## config.mk

```make
export PLATFORM = sky130hd
export DESIGN_NAME = id_issue_stage
export DESIGN_NICKNAME = d
export VERILOG_FILES = /design/src/rtl/id_issue_stage.sv
export SDC_FILE = /design/constraint.sdc
export NUM_CORES = 2
export LEC_CHECK = 0
export CAP_MARGIN = 20
export CORE_AREA = 5 5 378 454
export DETAILED_ROUTE_END_ITERATION = 10
export DIE_AREA = 0 0 383 459
export GPL_TIMING_DRIVEN = 0
export PLACE_DENSITY = 0.53
export SKIP_LAST_GASP = 1
export SLEW_MARGIN = 0
export SYNTH_ARGS = -nofsm -noshare
export SYNTH_HDL_FRONTEND = slang
export SYNTH_SLANG_ARGS = --single-unit
```

## constraint.sdc

```tcl
create_clock -name clk -period 5.9 [get_ports clk]
set_input_delay 0.885 -clock clk [delete_from_list [all_inputs] [get_ports clk]]
set_output_delay 0.885 -clock clk [all_outputs]
set_load 0.005 [all_outputs]
```

## src/rtl/id_issue_stage.sv

```systemverilog
// id_issue_stage: decode/issue stage of a 5-stage MIPS pipeline.
// Owns the 32x32 register file (write-through bypass from the writeback port),
// decodes the fetched word into an EX-bound bundle, inserts a one-cycle bubble
// on load-use hazards and honours branch flush and downstream backpressure.
// Optional build macro: ID_ILLEGAL_TRAP_EN adds out_illegal and replaces
// unsupported instructions with a NOP bundle flagged as illegal.
`timescale 1ns/1ps
module id_issue_stage #(
  parameter int          RF_DEPTH = 32,
  parameter logic [31:0] NOP_WORD = 32'h0000_0000,
  localparam int         AW       = $clog2(RF_DEPTH)
) (
  input  logic          clk,
  input  logic          rst_n,
  input  logic          in_valid,
  output logic          in_ready,
  input  logic [31:0]   in_instr,
  input  logic          flush,
  input  logic          wb_en,
  input  logic [AW-1:0] wb_addr,
  input  logic [31:0]   wb_data,
  output logic          out_valid,
  input  logic          out_ready,
  output logic [31:0]   out_instr,
  output logic [31:0]   out_op_a,
  output logic [31:0]   out_op_b,
  output logic [AW-1:0] out_dest,
  output logic          out_reg_write,
  output logic          out_mem_read,
  output logic          out_mem_write,
  output logic          out_branch
`ifdef ID_ILLEGAL_TRAP_EN
  ,
  output logic          out_illegal
`endif
);

  localparam logic [5:0] OP_RTYPE = 6'b000000;
  localparam logic [5:0] OP_BEQ   = 6'b000100;
  localparam logic [5:0] OP_BNE   = 6'b000101;
  localparam logic [5:0] OP_ADDI  = 6'b001000;
  localparam logic [5:0] OP_ADDIU = 6'b001001;
  localparam logic [5:0] OP_SLTI  = 6'b001010;
  localparam logic [5:0] OP_SLTIU = 6'b001011;
  localparam logic [5:0] OP_ANDI  = 6'b001100;
  localparam logic [5:0] OP_ORI   = 6'b001101;
  localparam logic [5:0] OP_XORI  = 6'b001110;
  localparam logic [5:0] OP_LW    = 6'b100011;
  localparam logic [5:0] OP_SW    = 6'b101011;

  localparam logic [5:0] FN_SLL = 6'b000000;
  localparam logic [5:0] FN_SRL = 6'b000010;
  localparam logic [5:0] FN_SRA = 6'b000011;

  logic [31:0]   rf_q [RF_DEPTH];
  logic [31:0]   rf_d [RF_DEPTH];

  logic [5:0]    opcode;
  logic [5:0]    funct;
  logic [AW-1:0] rs;
  logic [AW-1:0] rt;
  logic [AW-1:0] rd;

  logic [AW-1:0] dec_dest;
  logic          dec_reg_write;
  logic          dec_mem_read;
  logic          dec_mem_write;
  logic          dec_branch;
  logic          uses_rs;
  logic          uses_rt;

  logic [31:0]   op_a_rd;
  logic [31:0]   op_b_rd;

  logic          src_match;
  logic          hazard;
  logic          stall;

  logic          out_valid_q,     out_valid_d;
  logic [31:0]   out_instr_q,     out_instr_d;
  logic [31:0]   out_op_a_q,      out_op_a_d;
  logic [31:0]   out_op_b_q,      out_op_b_d;
  logic [AW-1:0] out_dest_q,      out_dest_d;
  logic          out_reg_write_q, out_reg_write_d;
  logic          out_mem_read_q,  out_mem_read_d;
  logic          out_mem_write_q, out_mem_write_d;
  logic          out_branch_q,    out_branch_d;
`ifdef ID_ILLEGAL_TRAP_EN
  logic          dec_legal;
  logic          out_illegal_q,   out_illegal_d;
`endif

  assign opcode = in_instr[31:26];
  assign rs     = in_instr[25:21];
  assign rt     = in_instr[20:16];
  assign rd     = in_instr[15:11];
  assign funct  = in_instr[5:0];

  // Register file next state: writeback lands on the edge, index 0 stays zero.
  always_comb begin
    rf_d = rf_q;
    if (wb_en && (wb_addr != '0)) begin
      rf_d[wb_addr] = wb_data;
    end
  end

  // Register file storage, cleared on reset.
  always_ff @(posedge clk) begin
    if (!rst_n) begin
      for (int i = 0; i < RF_DEPTH; i++) begin
        rf_q[i] <= '0;
      end
    end else begin
      rf_q <= rf_d;
    end
  end

  // Operand reads with write-through bypass so a same-cycle writeback is seen.
  always_comb begin
    op_a_rd = '0;
    op_b_rd = '0;
    if (rs != '0) begin
      op_a_rd = (wb_en && (wb_addr == rs)) ? wb_data : rf_q[rs];
    end
    if (rt != '0) begin
      op_b_rd = (wb_en && (wb_addr == rt)) ? wb_data : rf_q[rt];
    end
  end

  // Decode control bits, destination and which register fields are sources.
  always_comb begin
    dec_dest      = '0;
    dec_reg_write = 1'b0;
    dec_mem_read  = 1'b0;
    dec_mem_write = 1'b0;
    dec_branch    = 1'b0;
    uses_rs       = 1'b1;
    uses_rt       = 1'b0;
    case (opcode)
      OP_RTYPE: begin
        dec_dest      = rd;
        dec_reg_write = (rd != '0);
        uses_rt       = 1'b1;
        if ((funct == FN_SLL) || (funct == FN_SRL) || (funct == FN_SRA)) begin
          uses_rs = 1'b0;
        end
      end
      OP_ADDI, OP_ADDIU, OP_SLTI, OP_SLTIU, OP_ANDI, OP_ORI, OP_XORI: begin
        dec_dest      = rt;
        dec_reg_write = 1'b1;
      end
      OP_LW: begin
        dec_dest      = rt;
        dec_reg_write = 1'b1;
        dec_mem_read  = 1'b1;
      end
      OP_SW: begin
        dec_mem_write = 1'b1;
        uses_rt       = 1'b1;
      end
      OP_BEQ, OP_BNE: begin
        dec_branch = 1'b1;
        uses_rt    = 1'b1;
      end
      default: ;
    endcase
  end

`ifdef ID_ILLEGAL_TRAP_EN
  // Legal instruction set: the listed I-type opcodes plus 16 R-type functions.
  always_comb begin
    dec_legal = 1'b0;
    case (opcode)
      OP_RTYPE: begin
        case (funct)
          6'b000000, 6'b000010, 6'b000011, 6'b000100,
          6'b000110, 6'b000111, 6'b100000, 6'b100001,
          6'b100010, 6'b100011, 6'b100100, 6'b100101,
          6'b100110, 6'b100111, 6'b101010, 6'b101011: dec_legal = 1'b1;
          default: ;
        endcase
      end
      OP_BEQ, OP_BNE, OP_ADDI, OP_ADDIU, OP_SLTI, OP_SLTIU,
      OP_ANDI, OP_ORI, OP_XORI, OP_LW, OP_SW: dec_legal = 1'b1;
      default: ;
    endcase
  end
`endif

  assign src_match = (uses_rs && (rs == out_dest_q)) || (uses_rt && (rt == out_dest_q));
  assign hazard    = out_valid_q && out_mem_read_q && (out_dest_q != '0) && in_valid && src_match;
  assign stall     = out_valid_q && !out_ready;
  assign in_ready  = rst_n && !stall && !hazard && !flush;

  // Output bundle next state: flush, then stall hold, then hazard bubble, then issue.
  always_comb begin
    out_valid_d     = out_valid_q;
    out_instr_d     = out_instr_q;
    out_op_a_d      = out_op_a_q;
    out_op_b_d      = out_op_b_q;
    out_dest_d      = out_dest_q;
    out_reg_write_d = out_reg_write_q;
    out_mem_read_d  = out_mem_read_q;
    out_mem_write_d = out_mem_write_q;
    out_branch_d    = out_branch_q;
`ifdef ID_ILLEGAL_TRAP_EN
    out_illegal_d   = out_illegal_q;
`endif
    if (flush || (!stall && !(in_valid && in_ready))) begin
      out_valid_d     = 1'b0;
      out_instr_d     = NOP_WORD;
      out_op_a_d      = '0;
      out_op_b_d      = '0;
      out_dest_d      = '0;
      out_reg_write_d = 1'b0;
      out_mem_read_d  = 1'b0;
      out_mem_write_d = 1'b0;
      out_branch_d    = 1'b0;
`ifdef ID_ILLEGAL_TRAP_EN
      if (flush) begin
        out_illegal_d = 1'b0;
      end
`endif
    end else if (!stall) begin
      out_valid_d     = 1'b1;
      out_instr_d     = in_instr;
      out_op_a_d      = op_a_rd;
      out_op_b_d      = op_b_rd;
      out_dest_d      = dec_dest;
      out_reg_write_d = dec_reg_write;
      out_mem_read_d  = dec_mem_read;
      out_mem_write_d = dec_mem_write;
      out_branch_d    = dec_branch;
`ifdef ID_ILLEGAL_TRAP_EN
      out_illegal_d   = !dec_legal;
      if (!dec_legal) begin
        out_instr_d     = NOP_WORD;
        out_op_a_d      = '0;
        out_op_b_d      = '0;
        out_dest_d      = '0;
        out_reg_write_d = 1'b0;
        out_mem_read_d  = 1'b0;
        out_mem_write_d = 1'b0;
        out_branch_d    = 1'b0;
      end
`endif
    end
  end

  // Output bundle register; reset discards any held bundle.
  always_ff @(posedge clk) begin
    if (!rst_n) begin
      out_valid_q     <= 1'b0;
      out_instr_q     <= NOP_WORD;
      out_op_a_q      <= '0;
      out_op_b_q      <= '0;
      out_dest_q      <= '0;
      out_reg_write_q <= 1'b0;
      out_mem_read_q  <= 1'b0;
      out_mem_write_q <= 1'b0;
      out_branch_q    <= 1'b0;
`ifdef ID_ILLEGAL_TRAP_EN
      out_illegal_q   <= 1'b0;
`endif
    end else begin
      out_valid_q     <= out_valid_d;
      out_instr_q     <= out_instr_d;
      out_op_a_q      <= out_op_a_d;
      out_op_b_q      <= out_op_b_d;
      out_dest_q      <= out_dest_d;
      out_reg_write_q <= out_reg_write_d;
      out_mem_read_q  <= out_mem_read_d;
      out_mem_write_q <= out_mem_write_d;
      out_branch_q    <= out_branch_d;
`ifdef ID_ILLEGAL_TRAP_EN
      out_illegal_q   <= out_illegal_d;
`endif
    end
  end

  assign out_valid     = out_valid_q;
  assign out_instr     = out_instr_q;
  assign out_op_a      = out_op_a_q;
  assign out_op_b      = out_op_b_q;
  assign out_dest      = out_dest_q;
  assign out_reg_write = out_reg_write_q;
  assign out_mem_read  = out_mem_read_q;
  assign out_mem_write = out_mem_write_q;
  assign out_branch    = out_branch_q;
`ifdef ID_ILLEGAL_TRAP_EN
  assign out_illegal   = out_illegal_q;
`endif

endmodule
```

Word level (Yosys, flattened, before mapping)

Cells that the tools add are included.

Register bits: 1,130
Output and inout port bits: 107
Logic and storage cells: 123

$lt $le $gt $ge: 4
Equal/unequal tests: 17
Muxes and demuxes: 21
Bitwise gates (word level): 4
Reduce and logical (&&, ||, !) cells: 36

Operators with widths:

| cell                                                                         | count |
|---|---|
| 1024-bit bitwise mux                                                         | 1 |
| 32-bit binary-select mux with 5-bit select                                   | 2 |
| 32-bit 2-to-1 mux                                                            | 9 |
| 32-bit demux with 5-bit select                                               | 1 |
| 6-bit by 4-bit == test with 1-bit output, second input constant              | 7 |
| 5-bit nonzero test                                                           | 5 |
| 5-bit == test                                                                | 4 |
| 6-bit >= comparator, second input constant                                   | 3 |
| 5-bit NOT with 6-bit output                                                  | 3 |
| 1-bit logical AND                                                            | 16 |
| 6-bit by 2-bit == test with 1-bit output, second input constant              | 2 |
| 6-bit by 3-bit == test with 1-bit output, second input constant              | 2 |
| 6-bit == test, second input constant                                         | 2 |
| 6-bit logical NOT                                                            | 2 |
| 5-bit one-hot mux with 2 select lines                                        | 1 |
| 8-bit OR reduction                                                           | 1 |
| 6-bit by 1-bit less-than comparator with 1-bit output, second input constant | 1 |
| 1-bit 2-to-1 mux                                                             | 6 |
| 1-bit logical NOT                                                            | 5 |
| 1-bit logical OR                                                             | 4 |
| 2-bit OR reduction                                                           | 2 |
| 4-bit OR reduction                                                           | 1 |
| 1-bit one-hot mux with 2 select lines                                        | 1 |
| 1-bit NOT                                                                    | 1 |

Longest topological paths before layout

Depth after elaboration: 16
Mapped depth: 11
Depth with buffers taken out: 7

Worst setup path after synthesis

No wires, ideal clock.

Kind: input -> output
Start point: input port in_instr[20]
End point: output port in_ready
Arrival time: 2.080 ns
Data required time: 5.015 ns
Setup slack: 2.935 ns
Stages: 6
Buffers on the path: 1
Cells stage by stage: clkbuf_1 xnor2_1 nand4_1 or4_1 a21o_1 nor3b_1

Cells in the longest elaborated chain, start to end: 7

RTL lines:

| item                            | line | source |
|---|---|---|
| from (decl)                     | 17   | `input logic [31:0] in_instr,` |
| 5-bit == test                   | 190  | `assign src_match = (uses_rs && (rs == out_dest_q)) \|\| (uses_rt && (rt == out_dest_q));` |
| 1-bit logical AND               | 190  |  |
| 1-bit logical OR                | 190  |  |
| 1-bit logical AND               | 191  | `assign hazard = out_valid_q && out_mem_read_q && (out_dest_q != '0) && in_valid && src_match;` |
| 1-bit logical NOT               | 193  | `assign in_ready = rst_n && !stall && !hazard && !flush;` |
| 1-bit logical AND (2 in series) | 193  |  |
| to (decl)                       | 16   | `output logic in_ready,` |

No other way between the ends.

Worst setup path after layout

Start point: input port in_instr[18]
End point: register out_op_b_q[14], in the netlist out_op_b[14]

Cells in the longest elaborated chain, start to end: 12
Elaborated cells between the ends (all ways): 21
Those cells by class: 2 x eq/ne; 5 x mux; 1 x bitwise; 13 x reduce/logical

RTL lines:

| item                                                                                                | line | source |
|---|---|---|
| parallel branches: the longest is 12 deep, another holds 32-bit binary-select mux with 5-bit select | -    |  |
| to (signal assigned)                                                                                | 269  | `out_op_b_q <= out_op_b_d;` |
| to (decl)                                                                                           | 82   | `logic [31:0] out_op_b_q, out_op_b_d;` |

Several ways; the timed one is not identified. The select of a mux whose other input is x is not followed.
A chain may end at the register's enable or synchronous reset.

==> qor_table.md <==
| Parameter | This run | Unit |
|---|---|---|
| Outcome | complete, no violations | - |
| Final Skew | 0.0498 | ns |
| Synthesized area per cell | 9.13 | µm² |
| Clock tree from TritonCTS | yes | - |
| H-tree level count | 4 | - |
| Die outline width | 383 | µm |
| Area enclosed by the die boundary | 176000 | µm² |
| Kind of cell adding the most delay to the critical path | buffers and inverters | - |
| Largest driver fanout on the critical path | 10 | - |
| Number of hold-slack violations in the final timing report | 0 | - |
| Setup Buffers After CTS | 0 | - |
| Hold crit path type | primary input to register | - |
| CP Launch Point | in_instr[18] | - |
| Post-CTS Resized | 0 | - |
| Count of endpoints failing setup in the final report | 0 | - |
| Number of antenna violations at the first check in global routing | 21 | - |
| Final period demand of the worst path | 4.96 | ns |
| Row cnt | 164 | - |
| Post-route worst setup slack | 0.941 | ns |
| Period utilization | 0.841 | - |
| Maximum frequency from static timing analysis | 202 | MHz |
| Largest voltage drop on the vdd net | 0.195 | mV |
| Core ar. | 166000 | µm² |
| Share of final-layout standard cells stronger than drive strength 1 | 0.124 | - |
| Pwr dens | 273 | nW/µm² |
| Yosys cell types | 58 | - |
| Number of detailed-routing iterations run before antenna repair | 6 | - |
| All-Layer GR Usage | 0.334 | - |
| Vert. Die Dim | 459 | µm |
| First DRT Iteration DRCs | 7244 | - |
| Combined area of all synthesized cells | 57900 | µm² |
| Via Count | 54168 | - |
| Worst Setup End Kind | register | - |
| Effective utilization at floorplan | 0.348 | - |
| Slew Limit Headroom | 0.0286 | - |
| Total Power Consumption | 18300 | µW |
| Buffers plus inverters on the worst setup path | 4 | - |
| Inst Count DP | 8686 | - |
| P&R area growth vs syn | 15.9 | % |
| Hold Crit Depth | 3 | - |
| Total congestion overflow | 0 | - |
| Proportion of synthesized chip area in sequential cells | 0.391 | - |
| Number of CTS-inserted buffers | 136 | - |
| Count of flip-flops with a built-in enable after synthesis | 0 | - |
| Fraction of synthesis flops using an asynchronous set or reset pin | 0 | - |
| Clock-pin slew on the worst setup and hold paths | 0.06 | ns |
| Start point of the worst min-delay path | wb_data[28] | - |
| Worst setup timing slack at the placement stage | 0.525 | ns |
| Via density per instance | 6.05 | - |
| Max-capacitance violation count | 0 | - |
| I/O Pins | 182 | - |
| Max-slew violations | 0 | - |
| CP startpoint kind | primary input | - |
| Predominant post-synthesis flop cell | dfxtp_1 | - |
| Detail-routed net length per standard cell | 34.0 | µm |
| Number of buffers added on ports | 133 | - |
| Delay of the slowest cell on the worst path | 1.12 | ns |
| CTS Hold Bufs | 0 | - |
| Worst-case clock buffer depth | 3 | - |
| Leakage Power | 0.0215 | µW |
| Least-Margin Pin Slew | 1.46 | ns |
| Fin nets | 6748 | - |
| Detailed placer's ending HPWL | 233 | mm |
| Number of sinks driven by the clock tree | 1130 | - |
| Number of stages on the worst setup path | 10 | - |
| Routed WL | 304 | mm |
| Number of flip-flops and latches in the synthesized netlist | 1130 | - |
| Cells traversed along the worst timing path | clkdlybuf4s50_1, buf_2, nand3b_1, clkbuf_1, clkbuf_1, o221ai_1, a221oi_1, nor3_1, a221oi_1, nor2_1 | - |
| Final cell count without fillers | 8947 | - |
| Critical-path top delay cell | a221oi_1 | - |
| Arrival time of data at the critical path endpoint | 5.69 | ns |
| Req. time, crit path | 6.63 | ns |
| Post-synthesis instance total | 6345 | - |
| Antenna violation net count after detailed routing | 0 | - |
| Number of warnings issued by yosys | 0 | - |
| RSZ-0062 raised after global routing | no | - |
| Via count of the first global-routing pass | 51145 | - |
| Clock root buffer master | clkbuf_16 | - |
| Total nets after synthesis | 6420 | - |
| Crit Path Class | primary input to register | - |
| Launching point of the worst reg2reg path | out_valid | - |
| R2R depth | 7 | - |
| Total DRC errors in the routed layout | 0 | - |
| Global-route wire length before repair | 412 | mm |
| Global placer's final weighted congestion | 1.06 | - |
| Clock latency on the worst-skew pair | 0.86 | ns |
| Maximum number of pins on one net before global-route repair | 17 | - |
## worst reg2reg max path, delay by kind of cell (launching register included)
family / cells / cell delay, ns
AO/OA/AOI/OAI: 3 / 0.63
buffers and inverters: 2 / 1.31
flip-flops: 1 / 0.36
AND/OR/NAND/NOR: 2 / 1.05
## report_power, final
part           switching (µW)  internal [µW]  leakage [µW]
Combinational            1370            552        0.0103
Clock                    3730           4930       0.00217
Sequential               58.5           7700       0.00911
Total                    5160          13200        0.0215
## placed cells by master (no fill, tap or decap), types with 7 or more instances in the layout
cell	count
a2111oi_0	22
a2111oi_1	21
a2111oi_2	12
a211o_1	21
a21boi_0	949
a21boi_1	43
a21oi_1	115
a221oi_1	66
a222oi_1	11
a22o_1	55
a22oi_1	64
and2_1	35
buf_1	14
buf_2	84
buf_4	56
buf_6	20
buf_8	26
clkbuf_1	567
clkbuf_16	138
clkbuf_8	27
clkdlybuf4s50_1	133
clkinv_2	15
clkinv_8	8
dfxtp_1	1130
diode_2	18
mux2_2	32
mux2i_1	259
mux4_2	383
nand2_1	2095
nand3b_1	7
nor2_1	87
nor3_1	33
o221ai_1	73
o22ai_1	55
xnor2_1	14
## stage by stage
stage               hold slack [ns]  cell area [µm²]  TNS, ns   util
floorplan                     0.442            57900        0      -
global placement              0.441            61900    -1.89  0.373
detailed placement            0.448            62500        0  0.376
CTS                           0.330            67000        0  0.403
global route                  0.357            67100        0  0.404
finish                        0.349            67100        0  0.404
## layer usage
layer | vias up | part of all wire | track usage
li1 | 22980 | - | -
met4 | 4 | 0.090 | 0.243
met2 | 3442 | 0.42 | 0.502
met3 | 889 | 0.12 | 0.107
met5 | - | 0.000076 | 0
met1 | 26853 | 0.37 | 0.402
## cell usage after synthesis, types with 5 or more instances
cell type / count / area (µm²)
a2111oi_0: 41 / 359
a2111oi_2: 12 / 180
a211o_1: 21 / 184
a21boi_0: 949 / 7120
a21boi_1: 43 / 323
a21oi_1: 115 / 576
a221oi_1: 66 / 578
a222oi_1: 11 / 110
a22o_1: 55 / 482
a22oi_1: 64 / 480
and2_1: 35 / 219
buf_1: 13 / 48.8
buf_2: 67 / 335
buf_4: 54 / 405
buf_6: 19 / 214
clkbuf_1: 537 / 2020
dfxtp_1: 1130 / 22600
mux2_2: 32 / 360
mux2i_1: 259 / 2590
mux4_2: 383 / 8630
nand2_1: 2095 / 7860
nand3b_1: 7 / 52.6
nand4_1: 5 / 31.3
nor2_1: 87 / 327
nor2b_1: 5 / 31.3
nor3_1: 33 / 165
nor3b_1: 5 / 37.5
o221ai_1: 73 / 639
o22ai_1: 55 / 344
or3b_2: 6 / 52.6
xnor2_1: 14 / 123
xor2_1: 6 / 52.6
## logic make-up after synthesis
logic type	share of synthesized area
AND/OR/NAND/NOR	0.155
AO/OA/AOI/OAI	0.199
flip-flops	0.391
buffers and inverters	0.0524
multiplexers	0.200
XOR/XNOR	0.00303
## layout make-up
class                   count  area [µm²]
plain buffers             690        3030
flip-flops and latches   1130       22600
inverters                   4        15.0
multi-input cells        4521       32300
well taps                2158        2700
clock buffers             199        3950
diodes                     18        45.0
repair buffers            190        2010
clock inverters            37         485
fillers                 16739       99100
## worst paths after layout
check	endpoint	slack [ns]
worst min register to register	out_instr[22]	0.45
worst min-delay path	rf_q[956]	0.35
worst max register to register	out_op_a[2]	2.48
worst max-delay path	out_op_b[14]	0.94
## state kept, by name, summed over array words and instances, names as in the netlist
name,cells
out_branch,1
out_dest,5
out_instr,32
out_mem_read,1
out_mem_write,1
out_op_a,32
out_op_b,32
out_reg_write,1
out_valid,1
rf_q,1024
(Power assumes the default switching activity.)
